## src/rtl/word_pack_ctrl.sv

```systemverilog
`default_nettype none
// +----------------------------------------------------------------------------+
// | Module      : word_pack_ctrl                                               |
// | Description : Packs 0..2 words per beat into O_WIDTH-bit lines, with a     |
// |               one-word spill across line boundaries and end-of-block flush.|
// | Revision    : 1.0                                                          |
// +----------------------------------------------------------------------------+
module word_pack_ctrl #(
  parameter int WIDTH   = 32,
  parameter int O_WIDTH = 128
) (
  input  logic               i_clk,
  input  logic               i_reset,
  input  logic               i_valid,
  input  logic [1:0]         i_num,
  input  logic [WIDTH-1:0]   i_word1,
  input  logic [WIDTH-1:0]   i_word2,
  input  logic               i_last,
  output logic               o_ready,
  output logic               o_valid,
  output logic [O_WIDTH-1:0] o_word,
  output logic [2:0]         o_count,
  output logic               o_last,
  input  logic               i_ready
);

  localparam int         c_nw       = O_WIDTH / WIDTH;
  localparam logic [3:0] c_nw_tot   = 4'(c_nw);
  localparam logic [2:0] c_nw_cnt   = 3'(c_nw);
  localparam logic [0:0] c_st_fill  = 1'b0;
  localparam logic [0:0] c_st_flush = 1'b1;

  logic [0:0]         r_state;
  logic [0:0]         w_state_nxt;
  logic [O_WIDTH-1:0] r_fill;
  logic [2:0]         r_cnt;
  logic [WIDTH-1:0]   r_spill;
  logic               r_out_valid;
  logic [O_WIDTH-1:0] r_out_word;
  logic [2:0]         r_out_count;
  logic               r_out_last;

  logic               w_out_free;
  logic               w_accept;
  logic [1:0]         w_n;
  logic [3:0]         w_total;
  logic               w_complete;
  logic               w_overflow;
  logic               w_line_load;
  logic               w_flush_load;
  logic [O_WIDTH-1:0] w_merged;

  assign w_n          = (i_num == 2'd3) ? 2'd2 : i_num;
  assign w_out_free   = ~r_out_valid | i_ready;
  assign w_accept     = i_valid & o_ready;
  assign w_total      = {1'b0, r_cnt} + {2'b00, w_n};
  assign w_complete   = (w_total >= c_nw_tot);
  assign w_overflow   = (w_total > c_nw_tot);
  assign w_line_load  = w_accept & (i_last | w_complete);
  assign w_flush_load = (r_state == c_st_flush) & w_out_free;

  // Unfilled slots of r_fill are always zero, so merging pads lines for free.
  always_comb begin
    w_merged = r_fill;
    for (int k = 0; k < c_nw; k++) begin
      if ((w_n != 2'd0) && ({1'b0, r_cnt} == 4'(k)))
        w_merged[k*WIDTH +: WIDTH] = i_word1;
      if ((w_n == 2'd2) && (({1'b0, r_cnt} + 4'd1) == 4'(k)))
        w_merged[k*WIDTH +: WIDTH] = i_word2;
    end
  end

  always_ff @(posedge i_clk or negedge i_reset) begin
    if (!i_reset) begin
      r_state <= c_st_fill;
    end else begin
      r_state <= w_state_nxt;
    end
  end

  always_comb begin
    w_state_nxt = r_state;
    case (r_state)
      c_st_fill:  if (w_accept && i_last && w_overflow) w_state_nxt = c_st_flush;
      c_st_flush: if (w_out_free) w_state_nxt = c_st_fill;
      default:    w_state_nxt = c_st_fill;
    endcase
  end

  always_comb begin
    o_ready = (r_state == c_st_fill) & w_out_free;
  end

  always_ff @(posedge i_clk or negedge i_reset) begin
    if (!i_reset) begin
      r_fill  <= '0;
      r_cnt   <= 3'd0;
      r_spill <= '0;
    end else if (w_accept) begin
      if (w_line_load) begin
        // A spill from a non-last beat seeds the next line; from a last beat it waits for FLUSH.
        if (w_overflow && !i_last) begin
          r_fill <= {{(O_WIDTH-WIDTH){1'b0}}, i_word2};
          r_cnt  <= 3'd1;
        end else begin
          r_fill <= '0;
          r_cnt  <= 3'd0;
        end
        if (w_overflow && i_last) begin
          r_spill <= i_word2;
        end
      end else begin
        r_fill <= w_merged;
        r_cnt  <= w_total[2:0];
      end
    end
  end

  always_ff @(posedge i_clk or negedge i_reset) begin
    if (!i_reset) begin
      r_out_valid <= 1'b0;
      r_out_word  <= '0;
      r_out_count <= 3'd0;
      r_out_last  <= 1'b0;
    end else if (w_line_load) begin
      r_out_valid <= 1'b1;
      r_out_word  <= w_merged;
      r_out_count <= w_complete ? c_nw_cnt : w_total[2:0];
      r_out_last  <= i_last & ~w_overflow;
    end else if (w_flush_load) begin
      r_out_valid <= 1'b1;
      r_out_word  <= {{(O_WIDTH-WIDTH){1'b0}}, r_spill};
      r_out_count <= 3'd1;
      r_out_last  <= 1'b1;
    end else if (i_ready) begin
      r_out_valid <= 1'b0;
    end
  end

  assign o_valid = r_out_valid;
  assign o_word  = r_out_word;
  assign o_count = r_out_count;
  assign o_last  = r_out_last;

endmodule
`default_nettype wire

```

## config.mk

```make
export PLATFORM = sky130hd
export DESIGN_NAME = word_pack_ctrl
export DESIGN_NICKNAME = d
export VERILOG_FILES = /design/src/rtl/word_pack_ctrl.sv
export SDC_FILE = /design/constraint.sdc
export NUM_CORES = 1
export LEC_CHECK = 0
export ABC_CLOCK_PERIOD_IN_PS = 2650
export BUFFER_PORTS_ARGS = -buffer_cell sky130_fd_sc_hd__buf_4
export CAP_MARGIN = 20
export CELL_PAD_IN_SITES_DETAIL_PLACEMENT = 1
export CELL_PAD_IN_SITES_GLOBAL_PLACEMENT = 2
export CORE_AREA = 2 2 216 218
export CTS_CLUSTER_DIAMETER = 50
export DETAILED_ROUTE_END_ITERATION = 6
export DIE_AREA = 0 0 218 220
export PLACE_DENSITY = 0.74
export SYNTH_ARGS = -nofsm -noshare
export SYNTH_HDL_FRONTEND = slang
export SYNTH_SLANG_ARGS = --single-unit
```

## constraint.sdc

```tcl
create_clock -name i_clk -period 2.65 [get_ports i_clk]
set_input_delay 0.53 -clock i_clk [delete_from_list [all_inputs] [get_ports i_clk]]
set_output_delay 0.53 -clock i_clk [all_outputs]
set_load 0.01 [all_outputs]
```

==> results of run 1 <==
flip-flops by register name, summed over array words and instances, names as in the netlist:
register,flops
o_word,128
r_fill,128
r_spill,32
o_count,3
r_cnt,3
o_last,1
o_valid,1
r_state,1
cells by family after synthesis:
| group | after synthesis |
|---|---|
| xor+xnor | 1 |
| buf+inv | 170 |
| fa+ha+maj | 4 |
| mux | 128 |
| compound gates | 562 |
| simple gates | 450 |
| flops | 297 |
critical path, cell delays in order (launching register included):
cell and delay, ps:
dfrtp_1 410, and2_1 150, ha_1 340, nand4_1 200, nor2_4 720, buf_4 320
o31ai_1 120, o21ai_0 180
area by class of cell:
type                    instances  area share (%)
clock buffers                  59            6.22
clock inverters                17           0.974
multi-input cells            1145            38.3
inverters                       1          0.0189
flip-flops and latches        297            37.3
repair buffers                293            13.3
well taps                     607            3.81
layer usage:
layer / track usage (%) / wire [µm] / up-vias
li1: - / - / 6257
met1: 34.8 / 28000 / 7397
met2: 45.2 / 31200 / 342
met3: 3.11 / 2380 / 81
met4: 7.35 / 1300 / 0
met5: 0 / 0 / -
final timing paths:
check | startpoint | endpoint | slack, ps | cells after the start
setup reg to reg | r_cnt[0]$_DFFE_PN0P_ | r_fill[15]$_DFFE_PN0P_ | 130 | 7
hold reg to reg | r_fill[54]$_DFFE_PN0P_ | r_fill[54]$_DFFE_PN0P_ | 480 | 2
min in group asynchronous | i_reset | r_fill[98]$_DFFE_PN0P_ | 490 | 2
hold / removal | i_word2[13] | r_spill[13]$_DFFE_PN0P_ | 270 | 2
setup / recovery | r_cnt[0]$_DFFE_PN0P_ | r_fill[15]$_DFFE_PN0P_ | 130 | 7
max in group asynchronous | i_reset | o_word[18]$_DFFE_PN0P_ | 1400 | 3
power breakdown:
part / switching, mW / internal, mW
clock network: 2.26 / 3.57
logic: 4.21 / 3.64
registers: 1.24 / 6.20
layout by cell type (no fill, tap or decap), types with 3 or more instances in the layout:
master	n
dfrtp_1	296
nand2_1	283
buf_4	256
a21oi_1	101
o31ai_1	96
mux2i_1	93
nand2b_1	66
a31o_2	64
o211ai_1	64
o22ai_1	64
o21ai_0	52
clkbuf_16	45
buf_12	35
a21boi_0	32
and3_1	32
or3_1	32
a32oi_1	32
o2bb2ai_1	31
mux2_4	29
o21ai_1	11
nor2_1	8
clkbuf_1	8
and2_1	6
mux2_2	6
clkbuf_8	6
a22o_1	5
clkinv_4	5
clkinv_2	4
nor2b_1	3
nor2b_4	3
nor2_4	3
ha_1	3
clkinvlp_4	3
bufinv_16	3
per-stage QoR:
| stage | instance area (µm²) | util (%) | hold WS, ps |
|---|---|---|---|
| floorplan | 15800 | - | 234 |
| finish | 19900 | 43.4 | 266 |
| global route | 19900 | 43.4 | 260 |
| global placement | 18500 | 40.3 | 459 |
| CTS | 19900 | 43.4 | 242 |
| detailed placement | 18500 | 40.3 | 466 |
==> summary.md, run 1 <==
| Metric | Value |
|---|---|
| Global-route usage over all layers | `26.3%` |
| Worst hold path class | `in -> reg` |
| Die Wd | `218 µm` |
| Worst endpoint data arrival time | `2990 ps` |
| Area Growth Syn to Fin | `26.3%` |
| Post-route DRC | `0` |
| Layout Skew | `17.4 ps` |
| Setup ws final | `128 ps` |
| Number of setup buffers added after CTS | `0` |
| Worst slew margin | `41.0%` |
| Root buffer cell | `clkbuf_16` |
| Number of max-cap violations | `0` |
| CTS-repair resized insts | `0` |
| Sinks on Clock Net | `297` |
| Fin cells | `2419` |
| Final Setup Violations | `0` |
| Crit. End Element | `flip-flop` |
| Outcome | `finished clean` |
| Synth Warn # | `0` |
| I/O Pins | `205` |
| RSZ-0062 raised after global routing | `no` |
| Layout cells sized above 1 | `26.7%` |
| Syn Std Cell Area | `15800 µm²` |
| Largest family of logic cells by synthesized area | `compound AO/OA/AOI/OAI gates` |
| Sequential share of the synthesized area | `47.1%` |
| Initial DRC Count | `941` |
| Pre-antenna DRT Iters | `5` |
| Pre-CTS WS | `-208 ps` |
| HPWL Detailed | `40.0 mm` |
| Syn Area/Cell | `9.78 µm²` |
| Simple-gate share of the synthesized area | `13.3%` |
| Post-Synthesis Cells | `1612` |
| Filler Cell Count | `5156` |
| Adder-cell share of the synthesized area | `0.365%` |
| GR Overflow Total | `0` |
| Post-route ant nets | `0` |
| Tcrit/Tclk final | `95.2%` |
| Main area contributors after synthesis | `dfrtp_1 (47%), nand2_1 (6.8%), mux2i_1 (5.9%), o31ai_1 (4.6%), a31o_2 (3.6%)` |
| Reg clk slew, reported paths | `60 ps` |
| Via count | `14100` |
| Pin count of the biggest net entering global routing | `65` |
| Final Max Tran Viols | `0` |
| WL/cell | `26.0 µm` |
| XOR/XNOR Fraction of Synth Area | `0.103%` |
| Startpoint types | `flip-flop` |
| Final number of hold-violating endpoints | `0` |
| Leading area contributor after synthesis | `dfrtp_1` |
| Setup TNS | `0 ps` |
| DP Cell Count | `2342` |
| Mux contribution to synthesized area | `9.10%` |
| Die height | `220 µm` |
| WL final | `62.9 mm` |
| Share of flip-flops with an asynchronous set or reset | `100%` |
| Max VDD drop | `487 µV` |
| Multi-input gate area | `7630 µm²` |
| First-pass GRT wire length | `96.2 mm` |
| Total CTS buffers | `43` |
| Port bufs | `204` |
| Worst-Margin Slew | `883 ps` |
| Share of the synthesized area in the top cell type | `47.1%` |
| Post-CTS Hold Buffers | `1` |
| Most instantiated library cell after synthesis | `dfrtp_1` |
| #FFs+latches synth | `297` |
| # diodes | `0` |
| Worst Path Max Fanout | `25` |
| Core area | `45900 µm²` |
| Top cells by count, synth | `dfrtp_1 (297), nand2_1 (285), a21oi_1 (101)` |
| Compound-Gate Fraction of Synth Area | `24.8%` |
| Fmax | `396 MHz` |
| Yosys cell types | `51` |
| Register area | `7430 µm²` |
| Pwr dens | `1060 nW/µm²` |
| Total power | `21.1 mW` |
| Clock Latency Late Sink | `570 ps` |
| Nets@finish | `1856` |
| Vias per cell | `5.82` |
| Initial Util | `34.4%` |
| Final min period | `2520 ps` |
| EDFF count, synth | `0` |
| Lkg Pwr | `9.05 nW` |
| Critical Path RT | `3120 ps` |
| Synth Flop Type | `dfrtp_1` |
| H-tree depth | `2` |
| Row count | `79` |
| TritonCTS clock tree | `built` |
| Syn nets | `1687` |
| Antenna violations before repair | `0` |
| Clock Path Buffers | `3` |
| Vias in the first global route | `14900` |
| CP Class | `reg -> reg` |
| Die area | `48000 µm²` |
| GPL Wtd Cong | `0.789` |
No activity file was read; power rests on OpenSTA's default activity.
==> run 2, diff against run 1 <==
Settings changed: ABC_AREA from default to 1, CORE_AREA 2 2 216 218 to 2 2 215 217, DIE_AREA 0 0 218 220 to 0 0 217 219, PLACE_DENSITY 0.74 to 0.78.
==> run 2 against run 1 <==
  * Clock power up 5.7%
  * Routed wire length down 6.1%
  * Maximum frequency up 2.9%
  * Design area down 3.9%
  * Final cell count up 16%
  * Area after synthesis down 3.9%
  * Die area down 0.91%
  * Sequential share of layout area up 1.5 points
  * First-iteration DRC count down 0.85%
  * Worst setup slack better by 71 ps
  * Critical path type unchanged
  * Critical endpoint is now r_fill[26]$_DFFE_PN0P_
==> summary.md, run 2 <==
| Metric | Value |
|---|---|
| Startpoint types | `flip-flop` |
| Lkg Pwr | `10.1 nW` |
| Yosys cell types | `26` |
| Worst Path Max Fanout | `23` |
| Setup TNS | `0 ps` |
| Core area | `45100 µm²` |
| Worst endpoint data arrival time | `2940 ps` |
| Crit. End Element | `flip-flop` |
| Reg clk slew, reported paths | `60 ps` |
| Most instantiated library cell after synthesis | `nand2_1` |
| Port bufs | `204` |
| First-pass GRT wire length | `91.9 mm` |
| Synth Flop Type | `dfrtp_1` |
| Synth Warn # | `0` |
| Number of max-cap violations | `0` |
| Leading area contributor after synthesis | `dfrtp_1` |
| Max VDD drop | `511 µV` |
| CTS-repair resized insts | `0` |
| Initial Util | `33.6%` |
| Worst hold path class | `in -> reg` |
| Clock Path Buffers | `3` |
| Layout Skew | `12.2 ps` |
| Final instance area | `19100 µm²` |
| Die area | `47500 µm²` |
| Post-route DRC | `0` |
| Final number of hold-violating endpoints | `0` |
| Root buffer cell | `clkbuf_16` |
| H-tree depth | `2` |
| Filler Cell Count | `5497` |
| Syn Area/Cell | `7.58 µm²` |
| EDFF count, synth | `0` |
| Sinks on Clock Net | `297` |
| Top cells by count, synth | `nand2_1 (823), dfrtp_1 (297), o21ai_0 (166)` |
| Fmax | `408 MHz` |
| Most frequent cells in the layout | `nand2_1 (817), dfrtp_1 (297), buf_4 (237)` |
| Final Setup Violations | `0` |
| Pre-antenna DRT Iters | `6` |
| Outcome | `finished clean` |
| FF-to-FF Start | `r_cnt[0]$_DFFE_PN0P_` |
| Nets@finish | `2241` |
| Die Wd | `217 µm` |
| Total CTS buffers | `43` |
| Final min period | `2450 ps` |
| Critical Path RT | `3140 ps` |
| Global-route usage over all layers | `25.1%` |
| Syn nets | `2075` |
| Post-Synthesis Cells | `2000` |
| Area Growth Syn to Fin | `26.3%` |
| Pwr dens | `1200 nW/µm²` |
| Util after Layout | `42.4%` |
| Layout cells sized above 1 | `16.1%` |
| CP peak stage delay | `430 ps` |
| Clock Latency Late Sink | `560 ps` |
| Antenna violations before repair | `1` |
| Area post-placement | `17600 µm²` |
| WL final | `59.1 mm` |
| Total power | `23.0 mW` |
| Row count | `78` |
| WL/cell | `21.1 µm` |
| CP startpoint | `r_cnt[0]$_DFFE_PN0P_` |
| TritonCTS clock tree | `built` |
| Vias per cell | `5.30` |
| Initial DRC Count | `933` |
| Crit path buffers/inverters | `2` |
| HPWL Detailed | `39.3 mm` |
| Final Max Tran Viols | `0` |
| I/O Pins | `205` |
| Post-route ant nets | `0` |
| CP max-delay cell | `dfrtp_1` |
| Hold_ws | `280 ps` |
| Share of flip-flops with an asynchronous set or reset | `100%` |
| Worst hold start | `i_word2[3]` |
| Worst-Margin Slew | `643 ps` |
| RSZ-0062 raised after global routing | `no` |
| Most common cell after layout, fill and taps aside | `nand2_1` |
| Post-CTS Hold Buffers | `1` |
| Syn Std Cell Area | `15200 µm²` |
| Vias in the first global route | `15300` |
| CP Class | `reg -> reg` |
| Number of setup buffers added after CTS | `0` |
| Main area contributors after synthesis | `dfrtp_1 (49%), nand2_1 (20%), o211ai_1 (7.9%), o21ai_0 (5.5%), inv_1 (3.5%)` |
| Critical path's most frequent cell | `nand2_1` |
| Crit-path leading delay family | `simple AND/OR/NAND/NOR gates` |
| Share of the synthesized area in the top cell type | `49.1%` |
| Worst slew margin | `57.1%` |
| GPL Wtd Cong | `0.798` |
| CP Cell Sequence | `ha_1 -> fa_1 -> inv_1 -> nand2_1 -> nand2_2 -> nand3_2 -> nand2_2 -> buf_4 -> nand3_1 -> nand2_1 -> nand2_1 -> nand2_1` |
| Via count | `14800` |
| Die height | `219 µm` |
| GR Overflow Total | `0` |
| #FFs+latches synth | `297` |
| Pin count of the biggest net entering global routing | `97` |
| Sequential share of the synthesized area | `49.1%` |
| Tcrit/Tclk final | `92.5%` |
==> run 2: changes by cell type after synthesis, moves of 67 or more <==
cell | before | now
o31ai_1 | 96 | 1
mux2i_1 | 93 | 0
nand2b_1 | 67 | 0
o21ai_0 | 52 | 166
a21oi_1 | 101 | 33
nand3_1 | 1 | 91
inv_1 | 1 | 143
o211ai_1 | 64 | 159
nand2_1 | 285 | 823
==> run 2: tightest hold or removal path, cell delays in order <==
cell and delay [ps]:
buf_4 120, o211ai_1 100, nand2_1 60
==> run 2: layout make-up <==
| class | count | area (µm²) | area share, % |
|---|---|---|---|
| well taps | 600 | 751 | 3.92 |
| clock inverters | 21 | 298 | 1.56 |
| repair buffers | 263 | 2280 | 11.9 |
| multi-input cells | 1415 | 6590 | 34.4 |
| inverters | 146 | 552 | 2.88 |
| diodes | 1 | 2.50 | 0.0131 |
| clock buffers | 56 | 1230 | 6.41 |
| flip-flops and latches | 297 | 7430 | 38.8 |
==> run 2: cells by family after synthesis <==
kind of cell	Yosys count	synth area share, %
AOI/OAI and AO/OA	382	15.3
adders and majority gates	4	0.380
buffers and inverters	288	7.76
DFF	297	49.1
and+or+nand+nor	1029	27.5
==> run 2: worst paths after layout <==
kind,slack [ps],endpoint,depth (start not counted)
max in group asynchronous,1330,r_fill[60]$_DFFE_PN0P_,3
worst min-delay path,280,r_fill[35]$_DFFE_PN0P_,3
min in group asynchronous,500,o_word[5]$_DFFE_PN0P_,2
worst min register to register,480,r_fill[61]$_DFFE_PN0P_,2
worst max register to register,200,r_fill[26]$_DFFE_PN0P_,12
worst max-delay path,200,r_fill[26]$_DFFE_PN0P_,12
==> run 2: metrics by stage <==
stage                     instances  setup WS, ps
after floorplan                2000           347
after CTS                      2798           197
after global routing           2798          38.6
after global placement         2720          84.4
final                          2799           199
after detailed placement       2720         -22.3
==> run 2: power breakdown <==
part	leakage, nW	total [mW]	internal, mW	switching, mW
Clock	0.743	6.16	3.94	2.22
Sequential	3.86	7.75	6.51	1.24
Combinational	5.54	9.09	3.53	5.56
Total	10.1	23.0	14.0	9.02
==> run 2: routing by layer <==
layer / track usage (%) / vias to the layer above / share of wire, %
li1: - / 6914 / -
met1: 36.6 / 7486 / 49
met2: 37.5 / 362 / 43
met3: 5.09 / 79 / 5.6
met4: 7.24 / 2 / 2.3
met5: 0 / - / 0.022
==> run 3, diff against run 2 <==
Settings changed: CELL_PAD_IN_SITES_DETAIL_PLACEMENT 1 to 2.
==> run 3 against run 2 <==
  * Worst setup slack worse by 24 ps
  * Final cell count about the same
  * Worst hold slack worse by 0.92 ps
  * Maximum frequency down 0.98%
  * Count of clock-buffer cells in the layout down 1
  * First-iteration DRC count down 5.0%
  * Power up 3.1%
  * Die area unchanged
  * Clock skew up 5.1 ps
  * Non-clock buffer count unchanged
==> summary.md, run 3 (synthesized netlist as in run 2, its figures left out) <==
| Metric | Value |
|---|---|
| Internal | `14.2 mW` |
| Port bufs | `204` |
| Crit path buffers/inverters | `2` |
| Final instance area | `19200 µm²` |
| Row count | `78` |
| Root buffer cell | `clkbuf_16` |
| Comb pwr share | `39.7%` |
| Final Setup Violations | `0` |
| Die area | `47500 µm²` |
| Util after Layout | `42.6%` |
| CP max-delay cell | `dfrtp_1` |
| Net Sw Power | `9.47 mW` |
| H-tree depth | `2` |
| Sinks on Clock Net | `297` |
| Vias per cell | `5.50` |
| Die height | `219 µm` |
| Core area | `45100 µm²` |
| Worst endpoint data arrival time | `2960 ps` |
| Global-route usage over all layers | `27.6%` |
| WL/cell | `23.2 µm` |
| Pre-antenna DRT Iters | `5` |
| Final number of hold-violating endpoints | `0` |
| Worst Path Max Fanout | `23` |
| Antenna violations before repair | `2` |
| Clock Path Buffers | `3` |
| Switching Fraction | `40.0%` |
| Layout Skew | `17.3 ps` |
| Tcrit/Tclk final | `93.4%` |
| I/O Pins | `205` |
| WL final | `64.9 mm` |
| Worst hold path class | `in -> reg` |
| Nets@finish | `2241` |
| Most common cell after layout, fill and taps aside | `nand2_1` |
| Die Wd | `217 µm` |
| Crit. End Element | `flip-flop` |
| Pin count of the biggest net entering global routing | `97` |
| Final min period | `2480 ps` |
| Crit-path leading delay family | `adder cells` |
| Post-route DRC | `0` |
| Sequential power share | `33.0%` |
| CP Cell Sequence | `ha_1 -> fa_1 -> inv_1 -> nand2_1 -> nand2_2 -> nand3_2 -> nand2_2 -> buf_4 -> o21ai_0 -> a21oi_1` |
| Total CTS buffers | `43` |
| Worst-Margin Slew | `633 ps` |
| Critical path's most frequent cell | `nand2_2` |
| Fmax | `404 MHz` |
| Via count | `15400` |
| Initial Util | `33.6%` |
| CP Class | `reg -> reg` |
| Number of max-cap violations | `0` |
| Number of setup buffers added after CTS | `0` |
| Layout cells sized above 1 | `16.0%` |
| HPWL Detailed | `43.4 mm` |
| GPL Wtd Cong | `0.798` |
| Vias in the first global route | `17000` |
| First-pass GRT wire length | `101 mm` |
| Critical Path RT | `3130 ps` |
| GR Overflow Total | `0` |
| Most frequent cells in the layout | `nand2_1 (817), dfrtp_1 (297), buf_4 (236)` |
| Filler Cell Count | `5158` |
| Worst slew margin | `57.8%` |
| RSZ-0062 raised after global routing | `no` |
| Post-route ant nets | `0` |
| CP peak stage delay | `440 ps` |
| Max VDD drop | `464 µV` |
| Outcome | `finished clean` |
| Pwr dens | `1230 nW/µm²` |
| Startpoint types | `flip-flop` |
| TritonCTS clock tree | `built` |
| Reg clk slew, reported paths | `60 ps` |
| Final Max Tran Viols | `0` |
| Lkg Pwr | `10.2 nW` |
| Clock Latency Late Sink | `570 ps` |
| Area Growth Syn to Fin | `26.8%` |
| Area post-placement | `17600 µm²` |
| Initial DRC Count | `886` |
| Clock share of power | `27.3%` |
-- run 3: cell type report --
class                           instances  area (µm²)  area share, %
Clock buffer                           55        1200           6.27
Sequential cell                       297        7430           38.7
Tap cell                              600         751           3.91
Clock inverter                         22         384           2.00
Inverter                              146         552           2.87
Multi-Input combinational cell       1415        6590           34.3
Timing Repair Buffer                  263        2290           11.9
Antenna cell                            2        5.00         0.0261
-- run 3: timing repair --
item / in CTS / in global routing
endpoints found under the setup margin: 0 / 1
hold endpoints to repair: 38 / 0
hold buffers: 1 / 0
resized for setup: 0 / 1
-- run 3: worst min-delay path, stage by stage --
cell and delay (ps):
buf_4 120, o211ai_1 100, nand2_1 60
-- run 3: final timing paths --
check | start | endpoint | slack, ps | depth (start not counted)
max | r_cnt[0]$_DFFE_PN0P_ | o_word[21]$_DFFE_PN0P_ | 170 | 10
min | i_word2[3] | r_fill[35]$_DFFE_PN0P_ | 280 | 3
max reg2reg | r_cnt[0]$_DFFE_PN0P_ | o_word[21]$_DFFE_PN0P_ | 170 | 10
min reg2reg | r_fill[78]$_DFFE_PN0P_ | r_fill[78]$_DFFE_PN0P_ | 480 | 2
max in group asynchronous | i_reset | o_word[57]$_DFFE_PN0P_ | 1330 | 3
min in group asynchronous | i_reset | r_fill[102]$_DFFE_PN0P_ | 490 | 2
-- run 3: stage by stage --
stage	cells	setup WS (ps)	hold slack (ps)	TNS [ps]	power [mW]
after floorplan	2000	347	234	0	12.8
after global placement	2720	84.4	460	0	16.6
after detailed placement	2720	-118	466	-428	17.2
after CTS	2798	148	258	0	23.9
after global routing	2799	10.9	300	0	25.3
final	2800	175	279	0	23.7
-- run 3: layer usage --
| metal | vias to the layer above | GRT usage, % | routed length, µm |
|---|---|---|---|
| met4 | 0 | 8.31 | 1510 |
| met3 | 93 | 4.27 | 3240 |
| met2 | 363 | 44.5 | 30200 |
| met1 | 8037 | 38.3 | 30000 |
| li1 | 6915 | - | - |
| met5 | - | 0 | 0 |
-- run 3: power by group through the flow --
stage,logic [mW],registers (mW),clock network [mW]
final,9.42,7.82,6.46
after global routing,10.6,8.05,6.73
after CTS,9.51,7.83,6.56
after detailed placement,9.32,7.86,0
after global placement,8.81,7.75,0
after floorplan,4.91,7.88,0
